--- src/rtl/tlb_maint.sv ---
// tlb_maint: maintenance side of the TLB (TLBP, TLBR, TLBWI, TLBWR) and owner
// of the CP0 Random counter. Drives the array's write port and its single
// combinational read port.
// Build option: define TLB_PROBE_MULTIHIT_EN to make TLBP scan every entry,
// report the lowest matching index and flag multiple hits on output multihit.
module tlb_maint #(
    parameter int unsigned NUM_TLB_ENTRY = 16,
    parameter int unsigned IDX_W         = $clog2(NUM_TLB_ENTRY),
    parameter int unsigned ENTRY_W       = 78
) (
    input  logic               clk,
    input  logic               rst,
    input  logic               op_valid,
    input  logic [1:0]         op_code,
    output logic               op_ready,
    input  logic [IDX_W-1:0]   cp0_index,
    input  logic [IDX_W-1:0]   cp0_wired,
    input  logic               wired_we,
    input  logic [31:0]        cp0_entryhi,
    input  logic [31:0]        cp0_entrylo0,
    input  logic [31:0]        cp0_entrylo1,
    output logic [IDX_W-1:0]   cp0_random,
    output logic               done,
    output logic               probe_miss,
    output logic [IDX_W-1:0]   probe_index,
    output logic [31:0]        rd_entryhi,
    output logic [31:0]        rd_entrylo0,
    output logic [31:0]        rd_entrylo1,
    output logic [IDX_W-1:0]   tlb_raddr,
    input  logic [ENTRY_W-1:0] tlb_rdata,
    output logic               tlb_we,
    output logic [IDX_W-1:0]   tlb_waddr,
    output logic [ENTRY_W-1:0] tlb_wdata
`ifdef TLB_PROBE_MULTIHIT_EN
    ,
    output logic               multihit
`endif
);

    typedef struct packed {
        logic [18:0] vpn2;
        logic [7:0]  asid;
        logic        g;
        logic [19:0] pfn0;
        logic [2:0]  c0;
        logic        d0;
        logic        v0;
        logic [19:0] pfn1;
        logic [2:0]  c1;
        logic        d1;
        logic        v1;
    } tlb_entry_t;

    typedef enum logic [1:0] {
        S_IDLE  = 2'd0,
        S_EXEC  = 2'd1,
        S_PROBE = 2'd2
    } state_e;

    localparam logic [1:0]       OP_TLBP  = 2'b00;
    localparam logic [1:0]       OP_TLBR  = 2'b01;
    localparam logic [IDX_W-1:0] LAST_IDX = IDX_W'(NUM_TLB_ENTRY - 1);

    state_e           state_q, state_d;
    logic [1:0]       op_q, op_d;
    logic [IDX_W-1:0] index_q, index_d;
    logic [18:0]      vpn2_q, vpn2_d;
    logic [7:0]       asid_q, asid_d;
    logic [IDX_W-1:0] scan_q, scan_d;
    logic [IDX_W-1:0] random_q, random_d;
    logic             done_q, done_d;
    logic             tlb_we_q, tlb_we_d;
    logic [IDX_W-1:0] tlb_waddr_q, tlb_waddr_d;
    tlb_entry_t       tlb_wdata_q, tlb_wdata_d;
    logic             probe_miss_q, probe_miss_d;
    logic [IDX_W-1:0] probe_index_q, probe_index_d;
    logic [31:0]      rd_entryhi_q, rd_entryhi_d;
    logic [31:0]      rd_entrylo0_q, rd_entrylo0_d;
    logic [31:0]      rd_entrylo1_q, rd_entrylo1_d;
`ifdef TLB_PROBE_MULTIHIT_EN
    logic             found_q, found_d;
    logic [IDX_W-1:0] first_q, first_d;
    logic             multi_q, multi_d;
    logic             multihit_q, multihit_d;
`endif

    tlb_entry_t rd_ent;
    tlb_entry_t wr_ent;
    logic       accept;
    logic       match;
    logic       unused_bits;

    assign rd_ent      = tlb_entry_t'(tlb_rdata);
    assign accept      = op_valid && (state_q == S_IDLE);
    assign match       = (rd_ent.vpn2 == vpn2_q) && (rd_ent.g || (rd_ent.asid == asid_q));
    assign unused_bits = ^{cp0_entryhi[12:8], cp0_entrylo0[31:26], cp0_entrylo1[31:26]};

    // Entry image built straight from the CP0 registers for a write.
    always_comb begin
        wr_ent      = '0;
        wr_ent.vpn2 = cp0_entryhi[31:13];
        wr_ent.asid = cp0_entryhi[7:0];
        wr_ent.g    = cp0_entrylo0[0] & cp0_entrylo1[0];
        wr_ent.pfn0 = cp0_entrylo0[25:6];
        wr_ent.c0   = cp0_entrylo0[5:3];
        wr_ent.d0   = cp0_entrylo0[2];
        wr_ent.v0   = cp0_entrylo0[1];
        wr_ent.pfn1 = cp0_entrylo1[25:6];
        wr_ent.c1   = cp0_entrylo1[5:3];
        wr_ent.d1   = cp0_entrylo1[2];
        wr_ent.v1   = cp0_entrylo1[1];
    end

    // Read-port address and handshake, combinational from state.
    always_comb begin
        op_ready  = (state_q == S_IDLE);
        tlb_raddr = '0;
        if (state_q == S_EXEC && op_q == OP_TLBR) begin
            tlb_raddr = index_q;
        end else if (state_q == S_PROBE) begin
            tlb_raddr = scan_q;
        end
    end

    // Random counter: free-running down-count, wrapping at or below Wired.
    always_comb begin
        random_d = IDX_W'(random_q - 1'b1);
        if (wired_we || (random_q == cp0_wired) || (cp0_wired > random_q)) begin
            random_d = LAST_IDX;
        end
    end

    // Next-state and registered-output logic of the operation sequencer.
    always_comb begin
        state_d       = state_q;
        op_d          = op_q;
        index_d       = index_q;
        vpn2_d        = vpn2_q;
        asid_d        = asid_q;
        scan_d        = scan_q;
        done_d        = 1'b0;
        tlb_we_d      = 1'b0;
        tlb_waddr_d   = tlb_waddr_q;
        tlb_wdata_d   = tlb_wdata_q;
        probe_miss_d  = probe_miss_q;
        probe_index_d = probe_index_q;
        rd_entryhi_d  = rd_entryhi_q;
        rd_entrylo0_d = rd_entrylo0_q;
        rd_entrylo1_d = rd_entrylo1_q;
`ifdef TLB_PROBE_MULTIHIT_EN
        found_d       = found_q;
        first_d       = first_q;
        multi_d       = multi_q;
        multihit_d    = multihit_q;
`endif
        case (state_q)
            S_IDLE: begin
                if (accept) begin
                    op_d    = op_code;
                    index_d = cp0_index;
                    vpn2_d  = cp0_entryhi[31:13];
                    asid_d  = cp0_entryhi[7:0];
                    scan_d  = '0;
`ifdef TLB_PROBE_MULTIHIT_EN
                    found_d = 1'b0;
                    multi_d = 1'b0;
`endif
                    state_d = (op_code == OP_TLBP) ? S_PROBE : S_EXEC;
                    // Writes go out on the first busy cycle; TLBWR takes the pre-update Random.
                    if (op_code[1]) begin
                        tlb_we_d    = 1'b1;
                        tlb_waddr_d = op_code[0] ? random_q : cp0_index;
                        tlb_wdata_d = wr_ent;
                    end
                end
            end
            S_EXEC: begin
                state_d = S_IDLE;
                done_d  = 1'b1;
                if (op_q == OP_TLBR) begin
                    rd_entryhi_d  = {rd_ent.vpn2, 5'b0, rd_ent.asid};
                    rd_entrylo0_d = {6'b0, rd_ent.pfn0, rd_ent.c0, rd_ent.d0, rd_ent.v0, rd_ent.g};
                    rd_entrylo1_d = {6'b0, rd_ent.pfn1, rd_ent.c1, rd_ent.d1, rd_ent.v1, rd_ent.g};
                end
            end
            S_PROBE: begin
                scan_d = IDX_W'(scan_q + 1'b1);
`ifdef TLB_PROBE_MULTIHIT_EN
                if (match) begin
                    if (!found_q) begin
                        found_d = 1'b1;
                        first_d = scan_q;
                    end else begin
                        multi_d = 1'b1;
                    end
                end
                if (scan_q == LAST_IDX) begin
                    state_d    = S_IDLE;
                    done_d     = 1'b1;
                    multihit_d = multi_q | (match & found_q);
                    if (found_q || match) begin
                        probe_miss_d  = 1'b0;
                        probe_index_d = found_q ? first_q : scan_q;
                    end else begin
                        probe_miss_d  = 1'b1;
                    end
                end
`else
                if (match) begin
                    state_d       = S_IDLE;
                    done_d        = 1'b1;
                    probe_miss_d  = 1'b0;
                    probe_index_d = scan_q;
                end else if (scan_q == LAST_IDX) begin
                    state_d      = S_IDLE;
                    done_d       = 1'b1;
                    probe_miss_d = 1'b1;
                end
`endif
            end
            default: begin
                state_d = S_IDLE;
            end
        endcase
    end

    // State and output registers with synchronous reset.
    always_ff @(posedge clk) begin
        if (rst) begin
            state_q       <= S_IDLE;
            op_q          <= '0;
            index_q       <= '0;
            vpn2_q        <= '0;
            asid_q        <= '0;
            scan_q        <= '0;
            random_q      <= LAST_IDX;
            done_q        <= 1'b0;
            tlb_we_q      <= 1'b0;
            tlb_waddr_q   <= '0;
            tlb_wdata_q   <= '0;
            probe_miss_q  <= 1'b0;
            probe_index_q <= '0;
            rd_entryhi_q  <= '0;
            rd_entrylo0_q <= '0;
            rd_entrylo1_q <= '0;
`ifdef TLB_PROBE_MULTIHIT_EN
            found_q       <= 1'b0;
            first_q       <= '0;
            multi_q       <= 1'b0;
            multihit_q    <= 1'b0;
`endif
        end else begin
            state_q       <= state_d;
            op_q          <= op_d;
            index_q       <= index_d;
            vpn2_q        <= vpn2_d;
            asid_q        <= asid_d;
            scan_q        <= scan_d;
            random_q      <= random_d;
            done_q        <= done_d;
            tlb_we_q      <= tlb_we_d;
            tlb_waddr_q   <= tlb_waddr_d;
            tlb_wdata_q   <= tlb_wdata_d;
            probe_miss_q  <= probe_miss_d;
            probe_index_q <= probe_index_d;
            rd_entryhi_q  <= rd_entryhi_d;
            rd_entrylo0_q <= rd_entrylo0_d;
            rd_entrylo1_q <= rd_entrylo1_d;
`ifdef TLB_PROBE_MULTIHIT_EN
            found_q       <= found_d;
            first_q       <= first_d;
            multi_q       <= multi_d;
            multihit_q    <= multihit_d;
`endif
        end
    end

    assign cp0_random  = random_q;
    assign done        = done_q;
    assign tlb_we      = tlb_we_q;
    assign tlb_waddr   = tlb_waddr_q;
    assign tlb_wdata   = ENTRY_W'(tlb_wdata_q);
    assign probe_miss  = probe_miss_q;
    assign probe_index = probe_index_q;
    assign rd_entryhi  = rd_entryhi_q;
    assign rd_entrylo0 = rd_entrylo0_q;
    assign rd_entrylo1 = rd_entrylo1_q;
`ifdef TLB_PROBE_MULTIHIT_EN
    assign multihit    = multihit_q;
`endif

endmodule

--- config.mk ---
export PLATFORM = sky130hd
export DESIGN_NAME = tlb_maint
export DESIGN_NICKNAME = d
export VERILOG_FILES = /design/src/rtl/tlb_maint.sv
export SDC_FILE = /design/constraint.sdc
export NUM_CORES = 1
export LEC_CHECK = 0
export BUFFER_PORTS_ARGS = -buffer_cell sky130_fd_sc_hd__buf_2
export CAP_MARGIN = 20
export CORE_MARGIN = 4
export CORE_UTILIZATION = 30
export CTS_CLUSTER_SIZE = 30
export DETAILED_ROUTE_END_ITERATION = 10
export SETUP_SLACK_MARGIN = 0.5
export SKIP_LAST_GASP = 1
export SLEW_MARGIN = 40
export SYNTH_ARGS = -nofsm -noshare
export SYNTH_HDL_FRONTEND = slang
export SYNTH_SLANG_ARGS = --single-unit
--- constraint.sdc ---
create_clock -name clk -period 2.8 [get_ports clk]
set_clock_uncertainty 0.15 [all_clocks]
set_input_delay 0.7 -clock clk [delete_from_list [all_inputs] [get_ports clk]]
set_output_delay 0.7 -clock clk [all_outputs]
set_load 0.02 [all_outputs]
==> results by group <==
Run status
  – Status: finished, final reports clean

STA
  – Worst slew margin: 0.5913
  – Fmax: 401.1 MHz
  – Max Slew Vio Count: 0
  – Slew of the pin with the lowest slew margin: 0.6130 ns
  – Final worst setup slack: 0.3067 ns
  – Final TNS setup: 0 ns
  – Setup violations, final: 0
  – Worst hold slack: 0.2607 ns
  – Final Critical Period: 2.493 ns
  – Final Cycle Share: 0.8905
  – RSZ-0062 raised after global routing: yes
  – Hold Vio Cnt, Final: 0

Clock network
  – Register clock-pin slew on the reported worst setup and hold paths: 0.06 ns
  – Num CTS Buffers: 25
  – Later-pin clock latency in the skew report: 0.52 ns
  – Clock Tree Root: clkbuf_16
  – Sink Count: 210
  – Maximum root-to-sink buffer count: 3
  – TritonCTS clock tree: done
  – Htree depth: 1

Setup path
  – Worst path top cell family by delay: simple AND/OR/NAND/NOR gates
  – Worst path max stage delay: 0.32 ns
  – Crit-path cells: inv_2 -> ha_4 -> nand2_4 -> or2_4 -> nand3_2 -> nand2_2 -> buf_6
  – FF-to-FF End: cp0_random[1]
  – Crit Path Class: register to output port
  – Startpoint types: register
  – Slowest-stage cell, CP: dfxtp_2
  – Worst r2r path cells: 6
  – Worst Path Max Fanout: 4
  – Critical Path Sink Type: output port
  – Worst path buffer plus inverter count: 2
  – Reg-to-Reg Start: cp0_random[0]
  – WP data required: 1.95 ns
  – R2R setup slack: 0.74 ns
  – CP arrival: 1.64 ns

Floorplanning
  – Std cell rows: 59
  – Die Width: 170.6 um
  – Die area: 0.02909 mm2
  – Core footprint: 0.02606 mm2
  – Die Span Y: 170.6 um
  – Boundary pin count: 382
  – Initial core utilization: 0.3042

Drt
  – Routed len/inst: 15.05 um
  – Detailed Routing Iterations Pass 1: 4
  – Antenna Nets Post-Route: 0
  – Detailed-route via count: 7546
  – Drt total wl: 25.28 mm
  – DRC viols: 0
  – Iteration-0 DRC Markers: 391
  – Drt via density: 4.492

GRT
  – Grt met3 use: 0.04344
  – Vias in the first global route: 7035
  – Largest net degree at the start of global routing: 88
  – First-pass GRT wire length: 37.75 mm
  – GR Util met1: 0.2037
  – GRT Residual Overflow: 0
  – Initial antenna violation count: 4
  – Most Used Layer, Global Route: met2
  – GRT Util Overall: 0.1592
  – Met2 Usage GRT: 0.2626

Layout
  – Synthesis-to-finish area growth: 36.10%
  – Fill count: 2696
  – Ratio of cells with drive above 1 in the final layout: 0.3145
  – Layout net count: 1522
  – Commonest non-fill, non-tap cell in the layout: nand2_1
  – Final non-filler cell area: 0.01079 mm2
  – Commonest cells after routing, fill and taps aside: nand2_1, buf_2, dfxtp_1, a21oi_1, clkbuf_16

Synth
  – Synth Flop Type: dfxtp_1
  – Synth cell types: 38
  – Post-synth EDFFs: 0
  – Synth Register Bits: 210
  – Syn. warnings: 0
  – Synth Area per Inst: 7.896 um2
  – Post-synthesis cell count: 1004
  – Synth Cell Area: 0.007928 mm2
  – Sequential area share after synthesis: 0.5303
  – Ys async rst share: 0

Placed design
  – DP Worst Slack: 0.2410 ns
  – Gpl congestion: 0.8391
  – HPWL after DPL: 18.22 mm
  – Post-placement cell area: 0.009881 mm2
  – IO buf count: 347

Pwr
  – Power Total: 6884 uW
  – Switching share of power: 0.2575
  – Pwr Density: 638.1 mW/mm2
  – Leakage: 0.004809 uW
  – Clk pwr share: 0.431
  – Combinational share of power: 0.109
  – Psw: 1773 uW
  – Sequential Power Share: 0.460
  – Int Pwr: 5112 uW
  – Peak VDD IR: 0.4813 mV

Hold path
  – WHS Endpoint: cp0_random[2]
  – WHS Path Cells: 3
  – Hold WC Path Type: primary input to register
  – Worst Hold Launch: wired_we

Job
  – Max-Cap Viols: 0
## stage by stage
stage / util / std cells
5_1_grt: 0.4140 / 1680
2_1_floorplan: - / 1020
3_3_place_gp: 0.3792 / 1626
4_1_cts: 0.4127 / 1676
3_5_place_dp: 0.3792 / 1626
6_report: 0.4140 / 1680
## what timing repair did
action | CTS | global route
buffers inserted | 6 | 1
pin swaps | 7 | 5
hold buffers | 0 | 0
endpoints found under the setup margin | 4 | 5
gates resized for setup | 23 | 5
## logic make-up after synthesis
| kind of cell | after synthesis | share of synthesized area |
|---|---|---|
| AND/OR/NAND/NOR | 441 | 0.2183 |
| flip-flops | 210 | 0.5303 |
| AO/OA/AOI/OAI | 209 | 0.1370 |
| buffers and inverters | 96 | 0.05634 |
| XOR/XNOR | 29 | 0.03204 |
| adder cells (fa/ha/maj) | 9 | 0.01420 |
| multiplexers | 9 | 0.01136 |
| other | 1 | 0.0004730 |
## sequential cells by signal, summed over array words and instances, names as in the netlist, 2 cells and up
register	flops
state_q	2
rd_entrylo0	25
index_q	4
scan_q	4
rd_entrylo1	26
probe_index	4
rd_entryhi	27
tlb_wdata	78
cp0_random	4
asid_q	8
vpn2_q	19
op_q	2
tlb_waddr	4
## layer usage
layer / part of all wire / vias to the layer above
li1: - / 3846
met4: 0.031 / 2
met5: 0.00047 / -
met2: 0.46 / 305
met1: 0.42 / 3347
met3: 0.092 / 46
## area by class of cell
class / instances / area (um2) / share of cell area
Antenna cell: 3 / 7.507 / 0.0006958
Clock buffer: 37 / 700.7 / 0.06494
Clock inverter: 7 / 47.55 / 0.004407
Inverter: 9 / 33.78 / 0.003131
Multi-Input combinational cell: 714 / 3422 / 0.3172
Sequential cell: 210 / 4207 / 0.3899
Tap cell: 335 / 419.2 / 0.03885
Timing Repair Buffer: 365 / 1952 / 0.1809
## power by group through the flow
stage          registers (uW)  logic (uW)  clock network (uW)
4_1_cts                  3160         757                3070
3_3_place_gp             3220         742                   0
5_1_grt                  3180         835                3200
6_report                 3160         750                2970
2_1_floorplan            3310         350                   0
3_5_place_dp             3230         745                   0
## worst register-to-register path: cells and delay by family (launching register included)
kind                     cells  cell delay [ns]
AO/OA/AOI/OAI                3             0.86
AND/OR/NAND/NOR              2             0.23
flip-flops                   1             0.44
adder cells (fa/ha/maj)      1             0.27
## how the worst max path moves through the flow
stage                             start              to  slack, ns  cells past startpoint
after detailed placement  tlb_rdata[52]  probe_index[0]       0.24                      7
after global routing         state_q[1]    tlb_raddr[0]       0.23                      7
final                        state_q[1]    tlb_raddr[3]       0.31                      7
after floorplan              state_q[1]    tlb_raddr[2]       0.51                      8
after global placement    tlb_rdata[52]  probe_index[3]       0.22                      7
after CTS                    state_q[1]    tlb_raddr[3]       0.27                      7
## synth_stat cells, drive strengths merged, types with 2 or more instances
| library cell | instances | area share |
|---|---|---|
| nand2 | 394 | 0.19 |
| dfxtp | 210 | 0.53 |
| a21oi | 192 | 0.12 |
| clkbuf | 59 | 0.028 |
| buf | 28 | 0.024 |
| xnor2 | 23 | 0.025 |
| nor2 | 21 | 0.010 |
| ha | 9 | 0.014 |
| inv | 9 | 0.0043 |
| mux2i | 9 | 0.011 |
| nand3 | 7 | 0.0044 |
| xor2 | 6 | 0.0066 |
| o21ai | 5 | 0.0032 |
| a211oi | 4 | 0.0038 |
| nand4 | 4 | 0.0032 |
| nor3 | 4 | 0.0039 |
| a21o | 2 | 0.0019 |
| a22oi | 2 | 0.0019 |
| and3 | 2 | 0.0016 |
| nand2b | 2 | 0.0016 |
Note: power is estimated with default switching activity, not from simulation.
